File: config.mk
export PLATFORM = sky130hd
export DESIGN_NAME = vdc_vram_arbiter
export DESIGN_NICKNAME = d
export VERILOG_FILES = /design/src/rtl/vdc_vram_arbiter.sv
export SDC_FILE = /design/constraint.sdc
export NUM_CORES = 1
export LEC_CHECK = 0
export CAP_MARGIN = 20
export CORE_ASPECT_RATIO = 0.8
export CORE_MARGIN = 5
export CORE_UTILIZATION = 23
export CTS_CLUSTER_SIZE = 10
export DETAILED_ROUTE_END_ITERATION = 6
export GPL_ROUTABILITY_DRIVEN = 0
export GPL_TIMING_DRIVEN = 0
export PLACE_DENSITY = 0.82
export SLEW_MARGIN = 20
export SYNTH_ARGS = -nofsm -noshare
export SYNTH_HDL_FRONTEND = slang
export SYNTH_SLANG_ARGS = --single-unit
File: constraint.sdc
create_clock -name clock -period 2.6 [get_ports clock]
set_clock_uncertainty 0.2 [all_clocks]
set_input_delay 0.65 -clock clock [delete_from_list [all_inputs] [get_ports clock]]
set_output_delay 0.65 -clock clock [all_outputs]
set_load 0.02 [all_outputs]
File: src/rtl/vdc_vram_arbiter.sv
// VRAM port arbiter for the VDC: display > CPU > DMA, with an aging counter
// that lets a starved DMA jump ahead of the CPU, and tagged read returns.
module vdc_vram_arbiter #(
    parameter int DMA_AGE_MAX = 8,
    parameter int AGE_W       = 4
) (
    input  logic        clock,
    input  logic        reset,
    input  logic        disp_req,
    input  logic [15:0] disp_addr,
    output logic        disp_gnt,
    output logic        disp_rvalid,
    input  logic        cpu_req,
    input  logic        cpu_we,
    input  logic [15:0] cpu_addr,
    input  logic [15:0] cpu_wdata,
    output logic        cpu_gnt,
    output logic        cpu_rvalid,
    output logic        cpu_busy,
    input  logic        dma_req,
    input  logic        dma_we,
    input  logic [15:0] dma_addr,
    input  logic [15:0] dma_wdata,
    output logic        dma_gnt,
    output logic        dma_rvalid,
    output logic [15:0] rdata,
    output logic [15:0] MA,
    output logic        vram_we,
    output logic [15:0] MD_in,
    input  logic [15:0] MD_out
);

    typedef enum logic [1:0] {
        TAG_NONE = 2'd0,
        TAG_DISP = 2'd1,
        TAG_CPU  = 2'd2,
        TAG_DMA  = 2'd3
    } tag_t;

    localparam logic [AGE_W-1:0] AGE_LIMIT = AGE_W'(DMA_AGE_MAX);

    tag_t             tag;
    tag_t             tag_next;
    logic [AGE_W-1:0] age;
    logic             dma_promote;

    // Grants are held low while reset is asserted so the bus stays quiet.
    always_comb begin
        disp_gnt    = 1'b0;
        cpu_gnt     = 1'b0;
        dma_gnt     = 1'b0;
        dma_promote = dma_req && (age == AGE_LIMIT);
        if (!reset) begin
            if (disp_req)
                disp_gnt = 1'b1;
            else if (dma_promote)
                dma_gnt = 1'b1;
            else if (cpu_req)
                cpu_gnt = 1'b1;
            else if (dma_req)
                dma_gnt = 1'b1;
        end
    end

    assign cpu_busy = cpu_req && !cpu_gnt;

    always_comb begin
        MA       = 16'h0000;
        vram_we  = 1'b0;
        MD_in    = 16'h0000;
        tag_next = TAG_NONE;
        if (disp_gnt) begin
            MA       = disp_addr;
            tag_next = TAG_DISP;
        end else if (cpu_gnt) begin
            MA       = cpu_addr;
            vram_we  = cpu_we;
            MD_in    = cpu_wdata;
            tag_next = cpu_we ? TAG_NONE : TAG_CPU;
        end else if (dma_gnt) begin
            MA       = dma_addr;
            vram_we  = dma_we;
            MD_in    = dma_wdata;
            tag_next = dma_we ? TAG_NONE : TAG_DMA;
        end
    end

    // Only CPU wins charge the DMA; display-won cycles leave the count alone.
    always_ff @(posedge clock or posedge reset) begin
        if (reset) begin
            tag <= TAG_NONE;
            age <= '0;
        end else begin
            tag <= tag_next;
            if (dma_gnt || !dma_req)
                age <= '0;
            else if (cpu_gnt && (age != AGE_LIMIT))
                age <= age + AGE_W'(1);
        end
    end

    assign disp_rvalid = (tag == TAG_DISP);
    assign cpu_rvalid  = (tag == TAG_CPU);
    assign dma_rvalid  = (tag == TAG_DMA);
    assign rdata       = (tag != TAG_NONE) ? MD_out : 16'h0000;

endmodule
==> impl_metrics.ini <==
[drt]
routedWlPerCell_um = 18.34
ant_nets = 0
drc = 0
totalWireLength_mm = 6.619
firstDrtPassIters = 4
vias = 1714
drt_iter0_drc = 71
vias_per_cell = 4.748

[run]
drv_cap = 0

[worst_hold_path]
hold_path_class = in2async

[sta]
worstMarginPinSlew_ns = 0.2566
grt_setup_unrepaired = yes
finalSetupViolCount = 33
max_freq_mhz = 353.5
finalWorstSetupSlack_ns = -0.2287
hold_violations = 0
setup_tns_ns = -5.086
max_slew_margin_pct = 82.88
maxSlewViolCount = 0
fin_crit_ns = 2.829
period_share_pct = 108.8

[clock_network]
hold_buffers = 0
cts_sinks = 6
cts_inserted_buffers = 3
clockBufferDepth = 2
htreeDepth = 1
cts_tree = done
clk-insertion-delay-late_ns = 0.23
cts.clk_slew.worst_paths_ns = 0.04
cts-root-buf = clkbuf_8

[power_and_ir_drop]
total_power_mw = 0.6940
p_leak_nw = 1.360
power_density_mw_per_mm2 = 227.8
vdd_drop_max_uv = 149.4

[synthesis]
synthFlopType = dfrtp_1
synth.area.top_cells = dfrtp_1, a22o_1, a221o_2
yosysSeqAreaShare_pct = 14.65
synth_warnings = 0
synth-edff-count = 0
yosysTopAreaCell = dfrtp_1
synth_cells = 122
ys_async_sr_fraction_pct = 100.0
syn_nets = 227
yosysUniqueCellTypes = 27
syn_area_per_cell_um2 = 8.399
synth_top_area_share_pct = 14.65
yosys_register_bits = 6
netlist_area_mm2 = 0.001025

[critical_path]
critical_path.endpoint_type = primary output
arrival_ns = 1.98
cp_max_fo = 5
required_ns = 1.75
startpoint_type = flop
worstSetupPathType = reg2out

[floorplanning]
start_util_pct = 24.07
fp.dieArea_mm2 = 0.005898
core_area_mm2 = 0.004257
die_h_um = 69.70
row_count = 21
die_w_um = 84.63
io-pin-count = 159

[placement]
dp_hpwl_mm = 5.077
io_buffers = 157

[final_layout]
final_nets = 411
area_growth_pct = 197.3
fin_util_pct = 71.58
n_antenna_cell = 0
drive_above_1_share_pct = 31.91

[global_route]
antenna_found_initial = 0
grt_pass1_vias = 1803
grt_max_degree = 11
grt_overflow = 0
grt_pass1_wl_mm = 9.687
grtUsageTotal_pct = 20.79

[status]
violations = negative setup slack
status = finished, violations left
[cell usage after synthesis (2+ instances only)]
master / instances
ha_1: 2
and2_1: 18
buf_6: 6
nand4b_1: 2
a221o_1: 4
a21oi_1: 4
nor2_1: 2
nand4_1: 2
clkbuf_1: 2
a22o_1: 17
nand2_1: 3
nor2b_1: 21
inv_1: 6
nand3_1: 3
a221o_2: 12
buf_2: 2
dfrtp_1: 6
[final cells by class]
type                    count  area, um^2
plain buffers               9       96.34
well taps                  57       71.32
fillers                   335        1210
clock buffers               3       41.29
repair buffers            180        1862
inverters                   6       22.52
multi-input cells         100       803.3
flip-flops and latches      6       150.1
[sequential cells by signal (all words and copies together) (netlist names)]
register	cells
age	4
tag	2
[per-stage QoR]
| stage | cells | hold WS (ns) | worst slack (ns) | area, um^2 |
|---|---|---|---|---|
| 6_report | 361 | 0.2680 | -0.2287 | 3047 |
| 5_1_grt | 361 | 0.2885 | -0.2822 | 3047 |
| 4_1_cts | 361 | 0.2667 | -0.2227 | 3038 |
| 3_5_place_dp | 336 | 0.3575 | -1.171 | 2668 |
| 3_3_place_gp | 336 | 0.3556 | -1.136 | 2668 |
| 2_1_floorplan | 122 | 0.2410 | -0.03345 | 1025 |
[critical path: stages, from the launching register on]
cell and delay, ns:
dfrtp_1 0.36, inv_2 0.06, ha_4 0.16, nand3b_1 0.12, buf_6 0.13, a211oi_4 0.06
buf_6 0.13, buf_12 0.12, buf_8 0.12, a221o_2 0.36, buf_6 0.14
[repair_timing]
action                     4_1_cts  5_1_grt
setup buffers                   19        1
resized for setup              267        4
pin swaps                       12       12
cloned                           4        1
setup endpoints to repair       53       34
[cell usage in the layout (no fill, tap or decap), drive strengths merged]
master         Yosys  routed
nand3b             1       1
a211oi             1       1
a211o              1       1
a21o               1       1
inv                6       6
and2              18      19
or3b               1       1
nand4              2       2
nor3b              1       1
clkdlybuf4s15      0       1
nand4b             2       2
nand2              3       3
a221o             16      16
a22o              17      17
or2                1       1
dlygate4sd2        0      17
dfrtp              6       6
nand3              3       3
nor2b             21      21
buf                9      67
ha                 2       2
clkbuf             2       6
a31oi              1       1
o21ai              1       1
clkdlybuf4s50      0     101
a21oi              4       4
nor2               2       2
[power by group]
part / switching [mW] / internal [mW]
Sequential: 0.00276 / 0.0964
Combinational: 0.171 / 0.281
Clock: 0.0431 / 0.0997
Total: 0.217 / 0.477
[kinds of logic (layout without fill, tap and decap cells)]
logic type / after synthesis / in the layout / share of synthesized area (%)
flip-flops: 6 / 6 / 14.65
buffers and inverters: 17 / 198 / 11.23
AND/OR/NAND/NOR: 55 / 56 / 33.46
AO/OA/AOI/OAI: 42 / 42 / 38.22
adder cells (fa/ha/maj): 2 / 2 / 2.442
[metal layers]
metal	vias up	part of all wire (%)	wire length (um)	GRT usage (%)
met4	0	1.8	118	5.800
li1	831	-	-	-
met3	10	7.7	512	5.226
met2	88	52	3462	38.92
met1	785	38	2525	22.93
met5	-	0	0	0
[path summary, 6_finish.rpt]
kind / from / end / slack (ns) / depth (start not counted)
setup / recovery: age[0] / MA[7] / -0.23 / 10
hold / removal: reset / age[1] / 0.27 / 3
setup reg to reg: age[0] / tag[1] / 0.72 / 9
hold reg to reg: age[0] / age[0] / 0.39 / 3
max in group asynchronous: reset / tag[1] / 1.73 / 3
min in group clock: age[0] / age[0] / 0.39 / 3
Note: power is estimated with default switching activity, not from simulation.
==> RTL change 1: new RTL, config.mk and constraints unchanged <==
Re-encode `tag_t` (4 values) as one-hot, 4 bits wide.
--- a/src/rtl/vdc_vram_arbiter.sv
+++ b/src/rtl/vdc_vram_arbiter.sv
@@ -31,9 +31,9 @@
 );
 
-    typedef enum logic [1:0] {
-        TAG_NONE = 2'd0,
-        TAG_DISP = 2'd1,
-        TAG_CPU  = 2'd2,
-        TAG_DMA  = 2'd3
+    typedef enum logic [3:0] {
+        TAG_NONE = 4'b0001,
+        TAG_DISP = 4'b0010,
+        TAG_CPU  = 4'b0100,
+        TAG_DMA  = 4'b1000
     } tag_t;
 
Check against the original RTL: same outputs for any inputs over 10 cycles, from zero or initial values and one cycle with reset high; not proved beyond that.
==> RTL change 1 against the unedited design <==
The run still ends with negative setup slack left. Sequential power rose by 35%. Cell area is 0.49% lower. Utilization fell by 4.8 points. Register-to-register slack got worse by 530 ps. Setup slack gained 89 ps. Combinational power shrank 2%. Routed wire length down 6.9%. Critical endpoint is now MA[1]. Synthesized area rose by 4.0%. Fmax grew 3.2%. Synthesized cell count rose by 2.5%. Highest routed layer unchanged. Sequential cell count increased by 2. Power rose by 6.1%.
==> RTL change 1: results (changes against the unedited design) <==
| Metric | Value |
|---|---|
| Status | `finished, violations left` |
| Violated checks | `negative setup slack` |
| Setup WS post-layout | `-140 ps (+88.9 ps)` |
| Slowest stage delay, CP | `390 ps (+30 ps)` |
| Detailed-route vias per instance | `4.82 (+1.6%)` |
| Unique cell type count in the Yosys netlist | `31 (+15%)` |
| Endpoint of the worst-slack reg-to-reg timing path | `age[1]` |
| Worst reg-to-reg setup slack | `190 ps (-530 ps)` |
| Largest registers in the final layout | `age (4), tag (4)` |
| Net Count, Synth | `230 (+1.3%)` |
| Worst hold margin | `163 ps (-105 ps)` |
| Final cell count without fillers | `372 (+3.0%)` |
| Setup TNS | `-3510 ps (+1580 ps)` |
| Post-place instance area | `0.00273 mm2 (+2.3%)` |
| Share of layout cells above drive strength 1 | `30.4% (-1.5 points)` |
| Routed wire length | `6.17 mm (-6.9%)` |
| Share of power burned in registers | `18.1% (+3.8 points)` |
| First-pass GRT wire length | `9.08 mm (-6.3%)` |
| Post-synthesis sequential area ratio | `18.9% (+4.2 points)` |
| Worst rel slew slack | `80.4% (-2.5 points)` |
| Number of global-route vias before repair | `1912 (+6.0%)` |
| R2R depth | `14 (+5)` |
| Power Combinational | `0.000444 W (-2%)` |
| Post-Synthesis Mean Instance Area | `8.53 um2 (+1.5%)` |
| Post-CTS setup-driven buffer insertion count | `26 (+7)` |
| Data arrival, critical path | `1890 ps (-90 ps)` |
| Area contributors post-synth | `dfrtp_1 16%, a221o_1 15%, a22o_1 14%` |
| Switching power of the nets | `0.000232 W (+6.8%)` |
| Setup violation total in the final timing report | `34 (+3.0%)` |
| First DRT Iteration DRCs | `63 (-11%)` |
| Static leakage | `1.40 nW (+3.1%)` |
| Global routing usage summed across all routing layers | `18.6% (-2.2 points)` |
RTL change 1: cell types whose count changed after synthesis, moves of 3 or more:
cell     before  now
and2_1       18    2
and3_1        0   16
a221o_1       4   16
a221o_2      12    0
nor4b_1       0    3
RTL change 1: cell families (layout without fill, tap and decap cells):
logic type                 count (synthesis)  count (layout)  share of synthesized area [%]
and+or+nand+nor                           57              57                           34.6
buffers and inverters                     18             205                           9.97
adders and majority gates                  2               2                           2.35
DFF                                        8               8                           18.9
AOI/OAI and AO/OA                         40              40                           34.2
RTL change 1: layer usage:
metal	global-route usage [%]	routed length, um	up-vias
met5	0	0	-
met4	7.38	146	0
met3	6.40	728	12
met2	35.5	3120	109
met1	18.1	2180	806
li1	-	-	867
RTL change 1: area by class of cell:
class | instances | area share (%)
buffer | 10 | 3.55
clock buffer | 4 | 1.49
inverter | 7 | 0.949
multi-input combinational | 99 | 27.1
sequential | 8 | 6.64
tap | 60 | 2.48
timing repair buffer | 184 | 57.8
==> RTL change 2: new RTL, same settings <==
Made on the original files. Set the parameter `AGE_W` to 5 (it was 4).
--- a/src/rtl/vdc_vram_arbiter.sv
+++ b/src/rtl/vdc_vram_arbiter.sv
@@ -3,5 +3,5 @@
 module vdc_vram_arbiter #(
     parameter int DMA_AGE_MAX = 8,
-    parameter int AGE_W       = 4
+    parameter int AGE_W       = 5
 ) (
     input  logic        clock,
Behaviour: no difference found for any inputs over 10 cycles, from zero or initial values and one cycle with reset high; that may be too few to reach the edited logic, so the function may still have changed.
==> RTL change 2 against the unedited design <==
The run still ends with negative setup slack left. Setup slack got worse by 78 ps. Cell area rose by 2.3%. Sequential share of layout area rose by 0.69 points. Power rose by 3.4%. Routed wire length fell by 10%. Sequential cell count rose by 1. Synthesized area rose by 2.8%. Critical path type unchanged. Critical endpoint unchanged. Largest power group unchanged.
==> RTL change 2: results (changes against the unedited design) <==
| Metric | Value |
|---|---|
| Area contributors post-synth | `dfrtp_1 17%, a221o_1 15%, a22o_1 15%` |
| Largest fanout on the critical path | `6 (+1)` |
| First-pass GRT wire length | `8.96 mm (-7.5%)` |
| Timing startpoint of the critical path | `age[1]` |
| Clk cell area share | `1.44% (+0.089 points)` |
| Post-synthesis sequential area ratio | `16.6% (+2.0 points)` |
| Unique cell type count in the Yosys netlist | `28 (+3.7%)` |
| Share of layout cells above drive strength 1 | `28.9% (-3.1 points)` |
| PortBufs | `157 (unchanged)` |
| HPWL after detailed placement | `4.66 mm (-8.3%)` |
| Data arrival, critical path | `2060 ps (+80 ps)` |
| Non-clock buffer instance count of the final layout | `187 (-1.1%)` |
| First DRT Iteration DRCs | `70 (-1.4%)` |
| Fraction of standard cell area that is sequential | `5.62% (+0.69 points)` |
| Tightest Hold Check Type | `in2async` |
| Detailed-route vias per instance | `4.70 (-0.98%)` |
| Global routing usage summed across all routing layers | `18.4% (-2.4 points)` |
| Net Count, Synth | `231 (+1.8%)` |
| Area occupied by multi-input gates | `861 um2 (+7.2%)` |
| Clock buffer cells | `4 (+1)` |
| Top flip-flop cell by instance count after synthesis | `dfrtp_1` |
| Static leakage | `1.41 nW (+3.8%)` |
| Setup violation total in the final timing report | `35 (+6.1%)` |
| Number of global-route vias before repair | `1834 (+1.7%)` |
| Internal | `0.000499 W (+4.5%)` |
| Commonest cells in the synthesized netlist | `21 x nor2b_1, 18 x a22o_1, 18 x and2_1` |
| Setup WS post-layout | `-307 ps (-78.5 ps)` |
| Violated checks | `negative setup slack` |
| Final non-clock buffer share | `62.2% (-2.1 points)` |
| Status | `finished, violations left` |
| Filler Cell Count | `365 (+9.0%)` |
| Worst ir drop on vdd | `177 uV (+19%)` |
| CTS H-tree lvls | `1 (unchanged)` |
| Largest registers in the final layout | `age (5), tag (2)` |
| Routed wire length | `5.96 mm (-10%)` |
| Slew at the pin closest to its max-slew limit | `287 ps (+30.2 ps)` |
| Pre-CTS setup slack | `-1160 ps (+9.19 ps)` |
| Multi-input combinational cell count | `101 (+1.0%)` |
| Clock sink total | `7 (+1)` |
==> RTL change 2: cell count changes after synthesis, sizes merged <==
cell / unedited run / this run
and4: 0 / 1
o21a: 0 / 1
a22o: 17 / 18
nand4: 2 / 3
nand3: 3 / 1
buf: 9 / 10
nand3b: 1 / 0
nor4: 0 / 1
nand4b: 2 / 1
a31oi: 1 / 2
nand4bb: 0 / 1
dfrtp: 6 / 7
a211o: 1 / 0
==> RTL change 2: repair_timing <==
| action | in CTS | in global routing |
|---|---|---|
| buffers inserted | 12 | 1 |
| pin swaps | 20 | 7 |
| resized for setup | 258 | 9 |
| setup endpoints to repair | 53 | 36 |
| gates cloned | 3 | 2 |
==> RTL change 2: path summary, 6_finish.rpt <==
| check | cells after the start | slack, ps | endpoint |
|---|---|---|---|
| min in group clock | 3 | 360 | age[0] |
| hold reg to reg | 3 | 360 | age[0] |
| max in group asynchronous | 2 | 1750 | age[4] |
| setup reg to reg | 9 | 670 | tag[0] |
| hold / removal | 2 | 230 | age[1] |
| setup / recovery | 9 | -310 | MA[7] |
==> RTL change 2: power groups by stage <==
stage,Combinational [W],Clock [W],Sequential (W)
after floorplan,0.000159,0,0.000115
after global placement,0.000421,0,0.000116
after detailed placement,0.000425,0,0.000116
after CTS,0.000447,0.000151,0.000114
after global routing,0.000480,0.000159,0.000115
final,0.000454,0.000149,0.000114
==> RTL change 2: cells by family (layout without fill, tap and decap cells) <==
| kind of cell | Yosys count | count (layout) | share of synthesized area [%] |
|---|---|---|---|
| AND/OR/NAND/NOR | 55 | 55 | 33.1 |
| AO/OA/AOI/OAI | 44 | 44 | 37.1 |
| flip-flops | 7 | 7 | 16.6 |
| adder cells (fa/ha/maj) | 2 | 2 | 2.37 |
| buffers and inverters | 18 | 197 | 10.8 |
==> RTL change 2: layer usage <==
metal / global-route usage [%] / wire [um] / vias up
li1: - / - / 840
met1: 19.0 / 2120 / 763
met2: 35.5 / 3120 / 105
met3: 5.94 / 643 / 8
met4: 4.39 / 74 / 0
met5: 0 / 0 / -
==> RTL change 2: critical path, cell delays in order, from the launching register on <==
cell and delay [ps]:
dfrtp_1 390, inv_1 70, ha_2 150, nand4bb_1 120, buf_6 150, o21a_1 190, buf_6 150, buf_8 130
a221o_1 340, buf_6 140
==> RTL change 2: metrics by stage <==
stage	util, %	TNS (ps)	total power, W	area, um2	instances
2_1_floorplan	-	-649	0.000274	1130	126
3_3_place_gp	61.6	-41950	0.000537	2780	343
3_5_place_dp	61.6	-42000	0.000541	2780	343
4_1_cts	67.1	-7910	0.000712	3030	362
5_1_grt	69.1	-12720	0.000754	3120	365
6_report	69.1	-8500	0.000718	3120	365
